<file path="config.mk">
export PLATFORM = sky130hd
export DESIGN_NAME = cam_ctrl
export DESIGN_NICKNAME = d
export VERILOG_FILES = /design/src/rtl/cam_ctrl_pkg.sv /design/src/rtl/cam_free_finder.sv /design/src/rtl/cam_ctrl.sv
export SDC_FILE = /design/constraint.sdc
export NUM_CORES = 1
export LEC_CHECK = 0
export ABC_AREA = 1
export CAP_MARGIN = 20
export CORE_MARGIN = 2
export CORE_UTILIZATION = 27
export CTS_CLUSTER_SIZE = 25
export DETAILED_ROUTE_END_ITERATION = 10
export PLACE_DENSITY = 0.62
export SLEW_MARGIN = 25
export SYNTH_ARGS = -nofsm -noshare
export SYNTH_HDL_FRONTEND = slang
export SYNTH_SLANG_ARGS = --single-unit
</file>
<file path="constraint.sdc">
create_clock -name clk_i -period 5.8 [get_ports clk_i]
set_input_delay 0.58 -clock clk_i [delete_from_list [all_inputs] [get_ports clk_i]]
set_output_delay 0.58 -clock clk_i [all_outputs]
set_load 0.02 [all_outputs]
</file>
<file path="src/rtl/cam_ctrl_pkg.sv">
`default_nettype none
// ============================================================================
//  Module   : cam_ctrl_pkg
//  Purpose  : Shared types for the CAM command sequencer: command opcodes,
//             sequencer states and the row-count derivation.
//  Revision : 1.0  initial release
// ============================================================================
package cam_ctrl_pkg;

    // Command opcodes as they appear on cmd_op_i
    typedef enum logic [1:0] {
        OP_LOOKUP = 2'b00,
        OP_INSERT = 2'b01,
        OP_READ   = 2'b10,
        OP_RSVD   = 2'b11
    } cam_op_e;

    // Sequencer states
    typedef enum logic [2:0] {
        ST_IDLE  = 3'd0,
        ST_SRCH  = 3'd1,
        ST_CHK   = 3'd2,
        ST_WR    = 3'd3,
        ST_RD    = 3'd4,
        ST_RDCAP = 3'd5,
        ST_RESP  = 3'd6
    } cam_ctrl_state_e;

    // Number of CAM rows addressed by an index of the given width
    function automatic int cam_depth(input int addr_width);
        return 1 << addr_width;
    endfunction

endpackage : cam_ctrl_pkg
`default_nettype wire

</file>
<file path="src/rtl/cam_free_finder.sv">
`default_nettype none
// ============================================================================
//  Module   : cam_free_finder
//  Purpose  : Combinational lowest-zero finder over the occupancy bitmap.
//  Ports    : i_occ        - occupancy bitmap, one bit per CAM row
//             o_free_index - lowest row whose occupancy bit is 0
//             o_any_free   - at least one row is free
//  Revision : 1.0  initial release
// ============================================================================
module cam_free_finder
    import cam_ctrl_pkg::*;
#(
    parameter int ADDR_WIDTH = 5,
    localparam int DEPTH     = cam_depth(ADDR_WIDTH)
) (
    input  logic [DEPTH-1:0]      i_occ,
    output logic [ADDR_WIDTH-1:0] o_free_index,
    output logic                  o_any_free
);

    logic [ADDR_WIDTH-1:0] w_free_index;
    logic                  w_any_free;

    // Scan from the top down so the last hit written is the lowest free row
    always_comb begin
        w_free_index = '0;
        w_any_free   = 1'b0;
        for (int i = DEPTH - 1; i >= 0; i--) begin
            if (!i_occ[i]) begin
                w_free_index = ADDR_WIDTH'(i);
                w_any_free   = 1'b1;
            end
        end
    end

    assign o_free_index = w_free_index;
    assign o_any_free   = w_any_free;

endmodule : cam_free_finder
`default_nettype wire

</file>
<file path="src/rtl/cam_ctrl.sv">
`default_nettype none
// ============================================================================
//  Module   : cam_ctrl
//  Purpose  : Command-level sequencer in front of a CAM. Accepts LOOKUP,
//             INSERT and READ commands, drives the CAM search/write/read
//             ports in a fixed cycle sequence, tracks row occupancy to
//             allocate free rows (round-robin eviction when full) and returns
//             one response per command.
//  Ports    : clk_i, rst_i                    - clock, sync active-high reset
//             cmd_*                           - command valid/ready channel
//             rsp_*                           - response valid/ready channel
//             cam_read_* / cam_write_* /
//             cam_search_*                    - CAM port drive and results
//  Revision : 1.0  initial release
// ============================================================================
module cam_ctrl
    import cam_ctrl_pkg::*;
#(
    parameter int WIDTH      = 32,
    parameter int ADDR_WIDTH = 5
) (
    input  logic                  clk_i,
    input  logic                  rst_i,
    // command channel
    input  logic                  cmd_valid_i,
    output logic                  cmd_ready_o,
    input  logic [1:0]            cmd_op_i,
    input  logic [WIDTH-1:0]      cmd_key_i,
    input  logic [ADDR_WIDTH-1:0] cmd_index_i,
    // response channel
    output logic                  rsp_valid_o,
    input  logic                  rsp_ready_i,
    output logic                  rsp_hit_o,
    output logic [ADDR_WIDTH-1:0] rsp_index_o,
    output logic [WIDTH-1:0]      rsp_data_o,
    output logic                  rsp_evict_o,
    output logic                  rsp_err_o,
    // CAM drive
    output logic                  cam_read_enable_o,
    output logic [ADDR_WIDTH-1:0] cam_read_index_o,
    output logic                  cam_write_enable_o,
    output logic [ADDR_WIDTH-1:0] cam_write_index_o,
    output logic [WIDTH-1:0]      cam_write_data_o,
    output logic                  cam_search_enable_o,
    output logic [WIDTH-1:0]      cam_search_data_o,
    // CAM results
    input  logic                  cam_read_valid_i,
    input  logic [WIDTH-1:0]      cam_read_value_i,
    input  logic                  cam_search_valid_i,
    input  logic [ADDR_WIDTH-1:0] cam_search_index_i
);

    localparam int DEPTH = cam_depth(ADDR_WIDTH);

    cam_ctrl_state_e       r_state;
    cam_op_e               r_op;
    logic [WIDTH-1:0]      r_key;
    logic [ADDR_WIDTH-1:0] r_index;
    logic [DEPTH-1:0]      r_occ;
    logic [ADDR_WIDTH-1:0] r_rr;

    logic                  r_cmd_ready;
    logic                  r_rsp_valid;
    logic                  r_rsp_hit;
    logic [ADDR_WIDTH-1:0] r_rsp_index;
    logic [WIDTH-1:0]      r_rsp_data;
    logic                  r_rsp_evict;
    logic                  r_rsp_err;
    logic                  r_rd_en;
    logic [ADDR_WIDTH-1:0] r_rd_index;
    logic                  r_wr_en;
    logic [ADDR_WIDTH-1:0] r_wr_index;
    logic [WIDTH-1:0]      r_wr_data;
    logic                  r_srch_en;
    logic [WIDTH-1:0]      r_srch_data;

    logic [ADDR_WIDTH-1:0] w_free_index;
    logic                  w_any_free;
    logic [ADDR_WIDTH-1:0] w_target;

    cam_free_finder #(
        .ADDR_WIDTH (ADDR_WIDTH)
    ) u_free_finder (
        .i_occ        (r_occ),
        .o_free_index (w_free_index),
        .o_any_free   (w_any_free)
    );

    // A free row always wins; only a full CAM falls back to the round-robin victim
    assign w_target = w_any_free ? w_free_index : r_rr;

    always_ff @(posedge clk_i) begin
        if (rst_i) begin
            r_state     <= ST_IDLE;
            r_op        <= OP_LOOKUP;
            r_key       <= '0;
            r_index     <= '0;
            r_occ       <= '0;
            r_rr        <= '0;
            r_cmd_ready <= 1'b1;
            r_rsp_valid <= 1'b0;
            r_rsp_hit   <= 1'b0;
            r_rsp_index <= '0;
            r_rsp_data  <= '0;
            r_rsp_evict <= 1'b0;
            r_rsp_err   <= 1'b0;
            r_rd_en     <= 1'b0;
            r_rd_index  <= '0;
            r_wr_en     <= 1'b0;
            r_wr_index  <= '0;
            r_wr_data   <= '0;
            r_srch_en   <= 1'b0;
            r_srch_data <= '0;
        end else begin
            case (r_state)
                ST_IDLE: begin
                    if (cmd_valid_i) begin
                        r_cmd_ready <= 1'b0;
                        r_op        <= cam_op_e'(cmd_op_i);
                        r_key       <= cmd_key_i;
                        r_index     <= cmd_index_i;
                        case (cam_op_e'(cmd_op_i))
                            OP_LOOKUP, OP_INSERT: begin
                                r_state     <= ST_SRCH;
                                r_srch_en   <= 1'b1;
                                r_srch_data <= cmd_key_i;
                            end
                            OP_READ: begin
                                r_state    <= ST_RD;
                                r_rd_en    <= 1'b1;
                                r_rd_index <= cmd_index_i;
                            end
                            default: begin
                                r_state     <= ST_RESP;
                                r_rsp_valid <= 1'b1;
                                r_rsp_err   <= 1'b1;
                            end
                        endcase
                    end
                end

                ST_SRCH: begin
                    // CAM registers the search result at this edge
                    r_srch_en   <= 1'b0;
                    r_srch_data <= '0;
                    r_state     <= ST_CHK;
                end

                ST_CHK: begin
                    if (cam_search_valid_i) begin
                        // Key present: report it, never write (even for INSERT)
                        r_rsp_hit   <= 1'b1;
                        r_rsp_index <= cam_search_index_i;
                        r_rsp_valid <= 1'b1;
                        r_state     <= ST_RESP;
                    end else if (r_op == OP_INSERT) begin
                        r_rsp_evict <= ~w_any_free;
                        if (!w_any_free) begin
                            r_rr <= r_rr + ADDR_WIDTH'(1);
                        end
                        r_wr_en    <= 1'b1;
                        r_wr_index <= w_target;
                        r_wr_data  <= r_key;
                        r_state    <= ST_WR;
                    end else begin
                        r_rsp_hit   <= 1'b0;
                        r_rsp_index <= '0;
                        r_rsp_valid <= 1'b1;
                        r_state     <= ST_RESP;
                    end
                end

                ST_WR: begin
                    r_occ[r_wr_index] <= 1'b1;
                    r_rsp_index       <= r_wr_index;
                    r_wr_en           <= 1'b0;
                    r_wr_index        <= '0;
                    r_wr_data         <= '0;
                    r_rsp_valid       <= 1'b1;
                    r_state           <= ST_RESP;
                end

                ST_RD: begin
                    r_rd_en    <= 1'b0;
                    r_rd_index <= '0;
                    r_state    <= ST_RDCAP;
                end

                ST_RDCAP: begin
                    r_rsp_data  <= cam_read_value_i;
                    r_rsp_hit   <= cam_read_valid_i;
                    r_rsp_index <= r_index;
                    r_rsp_valid <= 1'b1;
                    r_state     <= ST_RESP;
                end

                ST_RESP: begin
                    if (rsp_ready_i) begin
                        r_rsp_valid <= 1'b0;
                        r_rsp_hit   <= 1'b0;
                        r_rsp_index <= '0;
                        r_rsp_data  <= '0;
                        r_rsp_evict <= 1'b0;
                        r_rsp_err   <= 1'b0;
                        r_cmd_ready <= 1'b1;
                        r_state     <= ST_IDLE;
                    end
                end

                default: begin
                    r_state     <= ST_IDLE;
                    r_cmd_ready <= 1'b1;
                end
            endcase
        end
    end

    assign cmd_ready_o         = r_cmd_ready;
    assign rsp_valid_o         = r_rsp_valid;
    assign rsp_hit_o           = r_rsp_hit;
    assign rsp_index_o         = r_rsp_index;
    assign rsp_data_o          = r_rsp_data;
    assign rsp_evict_o         = r_rsp_evict;
    assign rsp_err_o           = r_rsp_err;
    assign cam_read_enable_o   = r_rd_en;
    assign cam_read_index_o    = r_rd_index;
    assign cam_write_enable_o  = r_wr_en;
    assign cam_write_index_o   = r_wr_index;
    assign cam_write_data_o    = r_wr_data;
    assign cam_search_enable_o = r_srch_en;
    assign cam_search_data_o   = r_srch_data;

endmodule : cam_ctrl
`default_nettype wire

</file>
# Word level (Yosys, flattened, before mapping)
# Index checks and enable logic that the tools add are counted.
# Widths: inputs -> output; s select.
# word_totals
out_inout_bits	119
reg_bits	198
wordCells	189
input_bits	82
# classes
reduce_logical	29
order_cmp	2
n_eq_ne	17
mux	116
n_bitwise	4
n_addsub	1
# ops
operator	count
$mux 5	40
$pmux 32 s2	3
$mux 32	5
$mux 1	50
$or 32x32->32	1
$pmux 5 s2	2
$pmux 5 s4	1
$pmux 3 s6	1
$reduce_and 3->1	6
$mux 3	4
$reduce_and 4->1	3
$reduce_bool 2->1	6
$ne 2x2->1 const B	5
$pmux 1 s2	5
$eq 3x3->1 const B	3
$reduce_bool 4->1	2
$eq 3x2->1 const B	2
$lt 5x6->1 const B	1
$pmux 1 s3	2
$pmux 3 s2	1
$reduce_and 2->1	3
$add 5x1->5 const B	1
$demux 1 s5	1
$ge 5x1->1 const B	1
15 further kinds	20

# Depth between registers and ports, before layout
# Gate-level depths: netlist of the first run.
# logic_depth
depth_word	36
mapped_depth	33
mapped_depth_nobuf	33

# Modules after synthesis
# From an unflattened synthesis of the first run, not the netlist that was laid out.
# hier_totals
hier_cells	1041
hier_area_um2	7659.8
# modules_own_cells
module	cells_each	instances	area_per_inst_um2	seq_area_each_um2
cam_ctrl	962	1	7324.5	3963.8
cam_free_finder	79	1	335.3	0.0

# Worst setup path before layout of the first run
# Ideal clock, no wire load.
# synth_path
path_type	register to register
start	register r_occ[31]
end	register r_wr_index[0], in the netlist cam_write_index_o[0]
stages_incl_launch_ff	34
setup_time_ns	0.127
period_less_slack_ns	1.870
path_slack_ns	3.930
required_time_ns	5.673
arrival_ns	1.742
n_path_buf	0
path_cell_list	dfxtp_1 -> inv_1 -> nand2_1 -> nand2_1 -> nand2_1 -> nand2_1 -> nand2_1 -> nand2_1 -> nand2_1 -> nand2_1 -> nand2_1 -> nand2_1 -> nand2_1 -> nand2_1 -> nand2_1 -> nand2_1 -> nand2_1 -> nand2_1 -> nand2_1 -> nand2_1 -> nand2_1 -> nand2_1 -> nand2_1 -> nand2_1 -> nand2_1 -> nand2_1 -> nand2_1 -> nand2_1 -> nand2_1 -> nand2_1 -> nand2_1 -> nand2_1 -> nand2_1 -> a21oi_2
# synth_between
elab_chain_cells	36
elab_cells_between_ends	68
cone_classes	mux: 68
# synth_rtl
element	line_no	rtl
start, declared	cam_ctrl.sv:59	logic [DEPTH-1:0] r_occ;
start signal, assigned	cam_ctrl.sv:98	r_occ <= '0;
start signal, assigned by index	cam_ctrl.sv:174	r_occ[r_wr_index] <= 1'b1;
$mux 5 or $mux 1 (tied branches) (32 in series)	cam_free_finder.sv:29	if (!i_occ[i]) begin
$mux 5 (*)	cam_ctrl.sv:90	assign w_target = w_any_free ? w_free_index : r_rr;
$mux 5 (*)	cam_ctrl.sv:156	end else if (r_op == OP_INSERT) begin
$mux 5 (*)	cam_ctrl.sv:150	if (cam_search_valid_i) begin
$pmux 5 s2 (*)	cam_ctrl.sv:115	case (r_state)
end signal, assigned	cam_ctrl.sv:162	r_wr_index <= w_target;
end, declared	cam_ctrl.sv:72	logic [ADDR_WIDTH-1:0] r_wr_index;
# Mark *: on every way between the ends. The rest lies on a longest branch, timed or not. The select of a mux whose other input is x is not followed.
# A chain may end at the register's enable or synchronous reset.

# Worst setup path in the final report of the first run
# layout_path
start	register r_state[2]
end	register r_srch_data[10], in the netlist cam_search_data_o[10]
# layout_between
elab_chain_cells	3
elab_cells_between_ends	7
cone_classes	eq/ne: 3; mux: 1; reduce/logical: 3
# layout_rtl
element	line_no	rtl
start, declared	cam_ctrl.sv:55	cam_ctrl_state_e r_state;
start signal, assigned	cam_ctrl.sv:94	r_state <= ST_IDLE;
start signal, assigned	cam_ctrl.sv:124	r_state <= ST_SRCH;
start signal, assigned	cam_ctrl.sv:129	r_state <= ST_RD;
$logic_not 3->1 or $eq 3x1->1 (tied branches)	cam_ctrl.sv:115	
$ne 2x1->1 (no line), or another cell as far along	n/a	
$reduce_and 3->1 (no line)	n/a	
end signal, assigned	cam_ctrl.sv:126	r_srch_data <= cmd_key_i;
end, declared	cam_ctrl.sv:75	logic [WIDTH-1:0] r_srch_data;
# Several ways; a longest one is shown, not always the timed one.

==> results.tsv, run 1 <==
stage	metric	value	unit
cts	insertion_delay	0.44	ns
sta	fin_tns_setup	0	ns
synth	synth_cells	988	
sta	rsz0062_at_grt	no	
floorplan	ioPinCount	201	
cts	cts.sinks	198	
synth	avgSynthCellArea	7.53	µm²
drt	post_drt_wl_per_cell	15.2	µm
worst_setup_path	slowest_delay	0.69	ns
synth	yosys_warnings	0	
sta	hold_viol	0	
synth	synth_flop_cell	dfxtp_1	
finish	layout-drive-gt1-share	5.19	%
cts	cts_tree	done	
floorplan	fp.coreArea	27000	µm²
global_route	grt_max_degree	77	
sta	clock_skew	0.0179	ns
worst_setup_path	cp-start-kind	register	
outcome	run_status	complete, no violations	
hold_path	hp-class	register to register	
drt	ant_nets	0	
synth	async_reset_ff_share	0	%
worst_setup_path	cp_num_buf_inv	6	
floorplan	dieArea	28900	µm²
placement	portBuffers	200	
worst_setup_path	worstPathRequired	6.09	ns
worst_setup_path	slowest_stage	dfxtp_1	
sta	timing.final.crit_share	62.5	%
worst_setup_path	crit_arrival	3.91	ns
power	power_leakage	3.59	nW
worst_setup_path	path_cells	buf_4, nor2_1, inv_1, nor2_1, nor2_1, inv_2, nor2_2, buf_4, inv_2, nor2_4, nor2_2, buf_4, nand2_1, a21oi_1	
global_route	first_global_vias	6789	
drt	routed_via_density	4.75	
global_route	gr-total-overflow	0	
drt	vias	7213	
power	power_density	405	nW/µm²
cts	cts_hold_buf	0	
cts	cts_setup_buffers	0	
job	max-cap-violations	0	
sta	min_period	3.62	ns
sta	hold_slack	0.457	ns
floorplan	rows	60	
synth	synth_edf_count	0	
synth	ys_types	29	
placement	hpwl	15600	µm
worst_setup_path	crit_type	register to register	
sta	tightest_slew	0.952	ns
cts	cts_root_buf	clkbuf_16	
floorplan	die_w	170	µm
sta	maxSlewHeadroom	36.1	%
cts	path_clk_slew	0.08	ns
cts	cts-resized-gates	0	
finish	multi_input_comb_area	3080	µm²
finish	fillCellCount	2746	
cts	numCtsBuffers	17	
sta	max_freq	276	MHz
cts	cts_htree_levels	4	
drt	drc	0	
worst_setup_path	cp-end-kind	register	
drt	wl	23100	µm
global_route	grtUsageTotal	15.8	%
global_route	grt_pass1_wl	36200	µm
finish	syn_to_final_growth	39.7	%
global_route	antenna_found_initial	1	
synth	synth_area	7440	µm²
placement	globalplace.congestion	0.812	
synth	synth-seq-cells	198	
floorplan	die_y	170	µm
finish	regArea	3960	µm²
cts	cts.path.max_buffers	2	
worst_setup_path	path_max_fanout	38	
sta	slew_viol_final	0	
floorplan	start_util	27.5	%
worst_setup_path	r2r_slack	2.18	ns
drt	drt_iter0_drc	550	
worst_setup_path	path_delay_family	simple AND/OR/NAND/NOR gates	
synth	seq_area_frac_synth	53.3	%
sta	finalSetupViolCount	0	
finish	fin_nets	1245	
drt	drt-pass1-iter-count	5	
power	irDropWorstVdd	0.000226	V
synth	synth_nets	1071	
[power by group]
group | internal, mW | switching (mW) | leakage [nW] | total, mW
Sequential | 1.57 | 0.120 | 1.61 | 1.69
Combinational | 0.437 | 0.815 | 1.67 | 1.25
Clock | 0.638 | 0.628 | 0.307 | 1.27
[metrics by stage]
stage / cells / total power [mW] / util [%] / cell area (µm²) / worst slack (ns)
final: 1517 / 4.21 / 38.5 / 10400 / 2.18
after global placement: 1484 / 2.96 / 36.0 / 9730 / 2.35
after global routing: 1516 / 4.47 / 38.4 / 10400 / 1.82
after detailed placement: 1484 / 2.98 / 36.0 / 9730 / 2.21
after CTS: 1516 / 4.26 / 38.4 / 10400 / 2.20
after floorplan: 988 / 2.46 / - / 7440 / 3.93
[layer usage]
layer | up-vias | share of wire [%] | GRT usage [%]
met2 | 235 | 47 | 25.7
met5 | - | 0 | 0
met3 | 31 | 6.5 | 3.81
li1 | 3609 | - | -
met4 | 0 | 2.0 | 5.54
met1 | 3338 | 45 | 20.6
[cell families after synthesis]
family                   Yosys count  share of synthesized area [%]
AO/OA/AOI/OAI                    237                           16.4
adder cells (fa/ha/maj)            1                          0.168
buffers and inverters            106                           5.60
flip-flops                       198                           53.3
AND/OR/NAND/NOR                  445                           24.4
XOR/XNOR                           1                          0.118
[final timing paths]
| check | from | to | cells after the start |
|---|---|---|---|
| min | rsp_valid_o$_SDFFE_PP0P_ | rsp_valid_o$_SDFFE_PP0P_ | 2 |
| max reg2reg | r_state[2]$_SDFFE_PP0P_ | cam_search_data_o[10]$_SDFFE_PP0P_ | 14 |
| max | r_state[2]$_SDFFE_PP0P_ | cam_search_data_o[10]$_SDFFE_PP0P_ | 14 |
| min reg2reg | rsp_valid_o$_SDFFE_PP0P_ | rsp_valid_o$_SDFFE_PP0P_ | 2 |
[layout by cell type, fill, tap and decap left out, types with 2 or more instances in the layout]
cell / instances
inv_8: 2
inv_1: 44
nor3_2: 3
inv_12: 2
clkbuf_16: 17
dfxtp_1: 198
inv_2: 5
or2_2: 2
o21ai_0: 54
a22oi_1: 2
a21oi_1: 165
nor2_2: 5
clkdlybuf4s50_1: 199
clkinv_8: 7
nor3_1: 16
o22ai_1: 5
nand3_1: 75
a31oi_1: 6
buf_4: 12
nor2_1: 116
nor4_1: 2
nand4_1: 3
nand2_1: 222
[sequential cells by signal (all words and copies together) (netlist names), 3 cells and up]
register,flops
r_index,5
r_state,3
rsp_data_o,32
r_rr,5
cam_write_data_o,32
r_occ,32
r_key,32
rsp_index_o,5
cam_search_data_o,32
cam_read_index_o,5
cam_write_index_o,5
[worst reg2reg max path, delay by kind of cell (launching register included)]
| kind | cells | cell delay, ns |
|---|---|---|
| flops | 1 | 0.69 |
| compound gates | 1 | 0.06 |
| buf+inv | 6 | 1.35 |
| simple gates | 7 | 1.37 |
[cell usage after synthesis (6+ instances only)]
library cell	n	area, µm²
a21oi_1	165	826
a31oi_1	6	37.5
buf_2	11	55.1
clkbuf_1	41	154
dfxtp_1	198	3960
inv_1	44	165
nand2_1	222	833
nand3_1	75	375
nor2_1	119	447
nor3_1	19	95.1
o21ai_0	54	270
[cell type report]
class | count | share of cell area, %
Timing Repair Buffer | 211 | 20.0
Inverter | 50 | 1.81
Clock buffer | 17 | 4.09
Antenna cell | 1 | 0.0241
Tap cell | 341 | 4.10
Multi-Input combinational cell | 684 | 29.6
Clock inverter | 15 | 2.15
Sequential cell | 198 | 38.1
No activity file was read; power rests on OpenSTA's default activity.
==> inputs of run 2 (changes only) <==
Clock period 5.8 ns to 3.5 ns, I/O delays scaled along.
==> run 2 against run 1 <==
Global-route usage increased by 0.52 points. Wire length increased by 0.74%. Largest cell class unchanged. Clock power increased by 57%. Critical endpoint is now cam_search_data_o[21]$_SDFFE_PP0P_.
==> results.tsv, run 2 (synthesized netlist as in run 1, its figures left out) <==
stage	metric	value	unit
floorplan	fp.coreArea	27000	µm²
worst_setup_path	timing.rr.start	r_state[0]$_SDFFE_PP0P_	
worst_setup_path	cp_num_buf_inv	6	
outcome	run_status	complete, no violations	
sta	tightest_slew	0.798	ns
hold_path	hp-class	register to register	
placement	globalplace.congestion	0.802	
global_route	grt_pass1_wl	37300	µm
floorplan	ioPinCount	201	
cts	cts.path.max_buffers	2	
power	irDropWorstVdd	0.000478	V
power	p_int	4.29	mW
worst_setup_path	reg2reg_to	cam_search_data_o[21]$_SDFFE_PP0P_	
global_route	antenna_found_initial	3	
sta	max_freq	347	MHz
global_route	gr-total-overflow	0	
cts	cts_htree_levels	4	
cts	numCtsBuffers	17	
hold_path	whs_path_depth	2	
sta	maxSlewHeadroom	46.8	%
floorplan	die_w	170	µm
finish	layout-drive-gt1-share	5.42	%
hold_path	hp-start	rsp_valid_o$_SDFFE_PP0P_	
power	switching_share	37.4	%
finish	fin_nets	1251	
sta	timing.final.crit_share	82.4	%
job	max-cap-violations	0	
floorplan	die_y	170	µm
placement	portBuffers	200	
cts	cts_tree	done	
worst_setup_path	r2r_slack	0.62	ns
worst_setup_path	slowest_stage	inv_2	
cts	cts_setup_buffers	0	
power	power_switching	2.56	mW
drt	post_drt_wl_per_cell	15.3	µm
power	power_leakage	3.60	nW
worst_setup_path	worstPathRequired	3.87	ns
sta	rsz0062_at_grt	no	
drt	vias	7177	
finish	final_cell_mix	nand2_1 (222), clkdlybuf4s50_1 (199), dfxtp_1 (198)	
drt	wl	23200	µm
worst_setup_path	cp-start-kind	register	
power	combPwrFrac	30.5	%
floorplan	dieArea	28900	µm²
placement	placed_cell_area	9770	µm²
worst_setup_path	path_cells	nor2_1, inv_1, nor2_1, inv_1, nor2_1, nor2_1, inv_2, nor2_2, inv_2, nor2_4, buf_4, nor2_2, buf_4, nand2_1, a21oi_1	
cts	cts.sinks	198	
global_route	first_global_vias	7090	
sta	clock_skew	0.0123	ns
sta	finalSetupViolCount	0	
power	clkPwrFrac	29.0	%
global_route	grtUsageTotal	16.4	%
cts	insertion_delay	0.44	ns
finish	layout_commonest_cell	nand2_1	
drt	drt_iter0_drc	505	
worst_setup_path	slowest_delay	0.54	ns
finish	fin_area	10400	µm²
worst_setup_path	crit_cells	15	
cts	cts_hold_buf	0	
sta	hold_viol	0	
placement	hpwl	15800	µm
sta	slew_viol_final	0	
cts	path_clk_slew	0.08	ns
sta	min_period	2.88	ns
power	power_density	660	nW/µm²
global_route	grt_max_degree	99	
drt	ant_nets	0	
worst_setup_path	reg2reg_depth	15	
floorplan	start_util	27.5	%
worst_setup_path	path_delay_family	buffers and inverters	
worst_setup_path	crit_arrival	3.26	ns
finish	fin_util	38.4	%
cts	cts_root_buf	clkbuf_16	
drt	drc	0	
worst_setup_path	path_max_fanout	43	
sta	fin_tns_setup	0	ns
worst_setup_path	cp-end-kind	register	
drt	routed_via_density	4.71	
floorplan	rows	60	
cts	cts-resized-gates	0	
drt	drt-pass1-iter-count	5	
finish	syn_to_final_growth	39.6	%
worst_setup_path	crit_path_frequent_cell	nor2_1	
hold_path	hold_end	rsp_valid_o$_SDFFE_PP0P_	
power	power_frac_seq	40.6	%
worst_setup_path	crit_type	register to register	
-- run 2: changes by cell type in the layout (fill, tap and decap cells not counted), sizes merged --
cell,change
buf,+6
inv,+2
bufinv,-1
clkinv,-1
-- run 2: metrics by stage --
stage	hold WS (ns)	cells	setup slack (ns)	total power [mW]
final	0.452	1523	0.615	6.86
after global routing	0.465	1523	0.201	7.28
after CTS	0.457	1522	0.585	6.93
after detailed placement	0.446	1490	0.605	4.93
after global placement	0.442	1490	0.673	4.90
after floorplan	0.430	988	1.63	4.08
-- run 2: final cells by class --
| cell class | count | area [µm²] |
|---|---|---|
| clock buffers | 17 | 425 |
| diodes | 1 | 2.50 |
| fillers | 2821 | 16600 |
| multi-input cells | 684 | 3070 |
| repair buffers | 217 | 2130 |
| clock inverters | 15 | 178 |
| inverters | 50 | 188 |
| flip-flops and latches | 198 | 3960 |
| well taps | 341 | 427 |
-- run 2: layer usage --
layer / routed length, µm / vias to the layer above / GRT usage [%]
met4: 584 / 2 / 5.72
li1: - / 3618 / -
met2: 10900 / 183 / 26.9
met3: 1530 / 38 / 5.30
met1: 10300 / 3336 / 20.1
met5: 13 / - / 0
-- run 2: worst register-to-register path, stage by stage (launching register included) --
cell and delay, ns:
dfxtp_1 0.33, nor2_1 0.18, inv_1 0.08, nor2_1 0.20
inv_1 0.12, nor2_1 0.13, nor2_1 0.10, inv_2 0.08
nor2_2 0.05, inv_2 0.54, nor2_4 0.02, buf_4 0.27
nor2_2 0.12, buf_4 0.35, nand2_1 0.11, a21oi_1 0.13
-- run 2: how the worst max path moves through the flow --
| stage | end | from |
|---|---|---|
| after global routing | cam_search_data_o[22]$_SDFFE_PP0P_ | r_state[0]$_SDFFE_PP0P_ |
| after global placement | cam_search_data_o[27]$_SDFFE_PP0P_ | rsp_ready_i |
| after floorplan | cam_write_index_o[0]$_SDFFE_PP0P_ | r_occ[31]$_SDFFE_PP0P_ |
| after CTS | cam_search_data_o[22]$_SDFFE_PP0P_ | r_state[0]$_SDFFE_PP0P_ |
| after detailed placement | cam_search_data_o[22]$_SDFFE_PP0P_ | r_state[0]$_SDFFE_PP0P_ |
| final | cam_search_data_o[21]$_SDFFE_PP0P_ | r_state[0]$_SDFFE_PP0P_ |
-- run 2: power by group through the flow --
stage          Clock [mW]  Sequential [mW]  Combinational, mW
6_report             1.99             2.78               2.09
5_1_grt              2.13             2.82               2.33
4_1_cts              2.04             2.78               2.11
3_5_place_dp            0             2.83               2.10
3_3_place_gp            0             2.83               2.07
2_1_floorplan           0             3.00               1.09
==> inputs of run 3 (changes only) <==
Settings changed: PLACE_DENSITY 0.62 to 0.64.
Clock period 3.5 ns to 2.55 ns, I/O delays scaled along.
==> run 3 against run 2 <==
Total power rose by 41%. Wire length decreased by 0.17%. Sequential share of layout area is 0.26 points lower. Cell count up 0.20%. Clock-buffer cell count unchanged. First-iteration DRC count is 6.7% lower. Critical path type unchanged.
==> results.tsv, run 3 (synthesized netlist as in run 1, its figures left out) <==
stage	metric	value	unit
outcome	run_status	complete, no violations	
worst_setup_path	crit_arrival	2.74	ns
placement	dp_cells	1494	
worst_setup_path	crit_type	register to register	
sta	clock_skew	0.0111	ns
worst_setup_path	cp-start-kind	register	
worst_setup_path	timing.rr.start	r_occ[24]$_SDFFE_PP0P_	
power	power_frac_seq	39.6	%
floorplan	rows	60	
sta	min_period	2.38	ns
finish	syn_to_final_growth	40.5	%
floorplan	ioPinCount	201	
hold_path	hp-start	rst_i	
drt	post_drt_wl_per_cell	15.2	µm
floorplan	die_y	170	µm
placement	globalplace.congestion	0.840	
placement	post-place-ws	0.273	ns
global_route	grtUsageTotal	16.1	%
power	combPwrFrac	30.0	%
sta	rsz0062_at_grt	no	
drt	vias	7165	
global_route	first_global_vias	7010	
cts	cts_root_buf	clkbuf_16	
finish	num_antenna_cells	0	
sta	fin_tns_setup	0	ns
floorplan	start_util	27.5	%
cts	cts_setup_buffers	0	
hold_path	hp-class	input pin to register	
finish	finalNonFillerCells	1526	
finish	layout-drive-gt1-share	5.74	%
power	power_leakage	3.64	nW
finish	fin_area	10500	µm²
floorplan	dieArea	28900	µm²
drt	wl	23200	µm
drt	drt_iter0_drc	471	
worst_setup_path	reg2reg_depth	10	
floorplan	die_w	170	µm
sta	tightest_slew	0.784	ns
finish	fillCellCount	2808	
finish	fin_nets	1255	
worst_setup_path	path_max_fanout	8	
cts	cts-resized-gates	0	
drt	ant_nets	0	
placement	portBuffers	200	
power	power_density	922	nW/µm²
power	power_switching	3.45	mW
sta	maxSlewHeadroom	47.8	%
power	clkPwrFrac	30.4	%
power	total_power	9.64	mW
sta	timing.final.crit_share	93.2	%
global_route	gr-total-overflow	0	
finish	layout_commonest_cell	nand2_1	
global_route	grt_max_degree	80	
cts	cts_htree_levels	4	
power	irDropWorstVdd	0.000536	V
worst_setup_path	cp-end-kind	register	
hold_path	whs_path_depth	3	
worst_setup_path	r2r_slack	0.17	ns
worst_setup_path	worstPathRequired	2.91	ns
drt	drt-pass1-iter-count	5	
drt	drc	0	
finish	final_cell_mix	nand2_1 (222), clkdlybuf4s50_1 (199), dfxtp_1 (198)	
placement	hpwl	16000	µm
finish	fin_util	38.7	%
sta	finalSetupViolCount	0	
cts	path_clk_slew	0.08	ns
sta	hold_viol	0	
sta	slew_viol_final	0	
hold_path	hold_end	cam_read_enable_o$_SDFFE_PP0P_	
cts	cts.path.max_buffers	2	
cts	numCtsBuffers	17	
global_route	grt_pass1_wl	36900	µm
floorplan	fp.coreArea	27000	µm²
job	max-cap-violations	0	
cts	cts_hold_buf	0	
cts	cts_tree	done	
sta	hold_slack	0.335	ns
placement	placed_cell_area	9820	µm²
sta	worst_slack	0.173	ns
power	p_int	6.19	mW
worst_setup_path	reg2reg_to	r_rr[3]$_SDFFE_PP0P_	
cts	insertion_delay	0.43	ns
global_route	antenna_found_initial	2	
sta	max_freq	421	MHz
power	switching_share	35.8	%
drt	routed_via_density	4.70	
cts	cts.sinks	198	
-- run 3: cell count changes in the layout (fill, tap and decap cells not counted) --
| cell | previous run | this run |
|---|---|---|
| clkinv_4 | 2 | 0 |
| buf_4 | 17 | 21 |
| diode_2 | 1 | 0 |
| bufinv_16 | 0 | 3 |
| clkinv_8 | 5 | 1 |
| clkinvlp_4 | 1 | 2 |
| buf_12 | 0 | 1 |
| inv_8 | 4 | 6 |
| inv_6 | 3 | 2 |
| clkinv_2 | 0 | 1 |
| buf_6 | 1 | 0 |
-- run 3: metal layers --
layer  up-vias  GRT usage, %  wire [µm]
met5         -             0         21
met4         4          5.35        622
met3        37          5.07       1410
met2       171          26.3      10700
met1      3337          20.1      10400
li1       3616             -          -
-- run 3: power groups by stage --
stage / Clock [mW] / Combinational (mW) / Sequential [mW]
floorplan: 0 / 1.49 / 4.11
global placement: 0 / 2.89 / 3.87
detailed placement: 0 / 2.92 / 3.88
CTS: 3.01 / 2.93 / 3.81
global route: 3.12 / 3.23 / 3.87
finish: 2.93 / 2.89 / 3.81
-- run 3: final cells by class --
cell class              instances  area [µm²]  share of cell area, %
clock buffers                  17         425                   4.07
clock inverters                15         211                   2.02
inverters                      50         188                   1.79
multi-input cells             684        3070                   29.4
flip-flops and latches        198        3960                   37.9
well taps                     341         427                   4.08
repair buffers                221        2170                   20.7
-- run 3: worst max-delay path, cell delays in order (launching register included) --
cell and delay, ns:
dfxtp_1 0.35, inv_1 0.06, nor4_1 0.45, inv_1 0.11
nor3_1 0.31, nand2_1 0.14, nor2_2 0.26, nand2_1 0.15
nor3_1 0.24, o21ai_0 0.11, a21oi_1 0.12
-- run 3: worst max-delay path by stage --
stage / slack [ns] / cells past startpoint / startpoint / end
floorplan: 0.68 / 33 / r_occ[31]$_SDFFE_PP0P_ / cam_write_index_o[0]$_SDFFE_PP0P_
global placement: 0.30 / 10 / r_occ[24]$_SDFFE_PP0P_ / r_rr[3]$_SDFFE_PP0P_
detailed placement: 0.27 / 10 / r_occ[24]$_SDFFE_PP0P_ / r_rr[3]$_SDFFE_PP0P_
CTS: 0.26 / 10 / r_occ[24]$_SDFFE_PP0P_ / r_rr[3]$_SDFFE_PP0P_
global route: 0.01 / 33 / r_occ[31]$_SDFFE_PP0P_ / cam_write_index_o[0]$_SDFFE_PP0P_
finish: 0.17 / 10 / r_occ[24]$_SDFFE_PP0P_ / r_rr[3]$_SDFFE_PP0P_
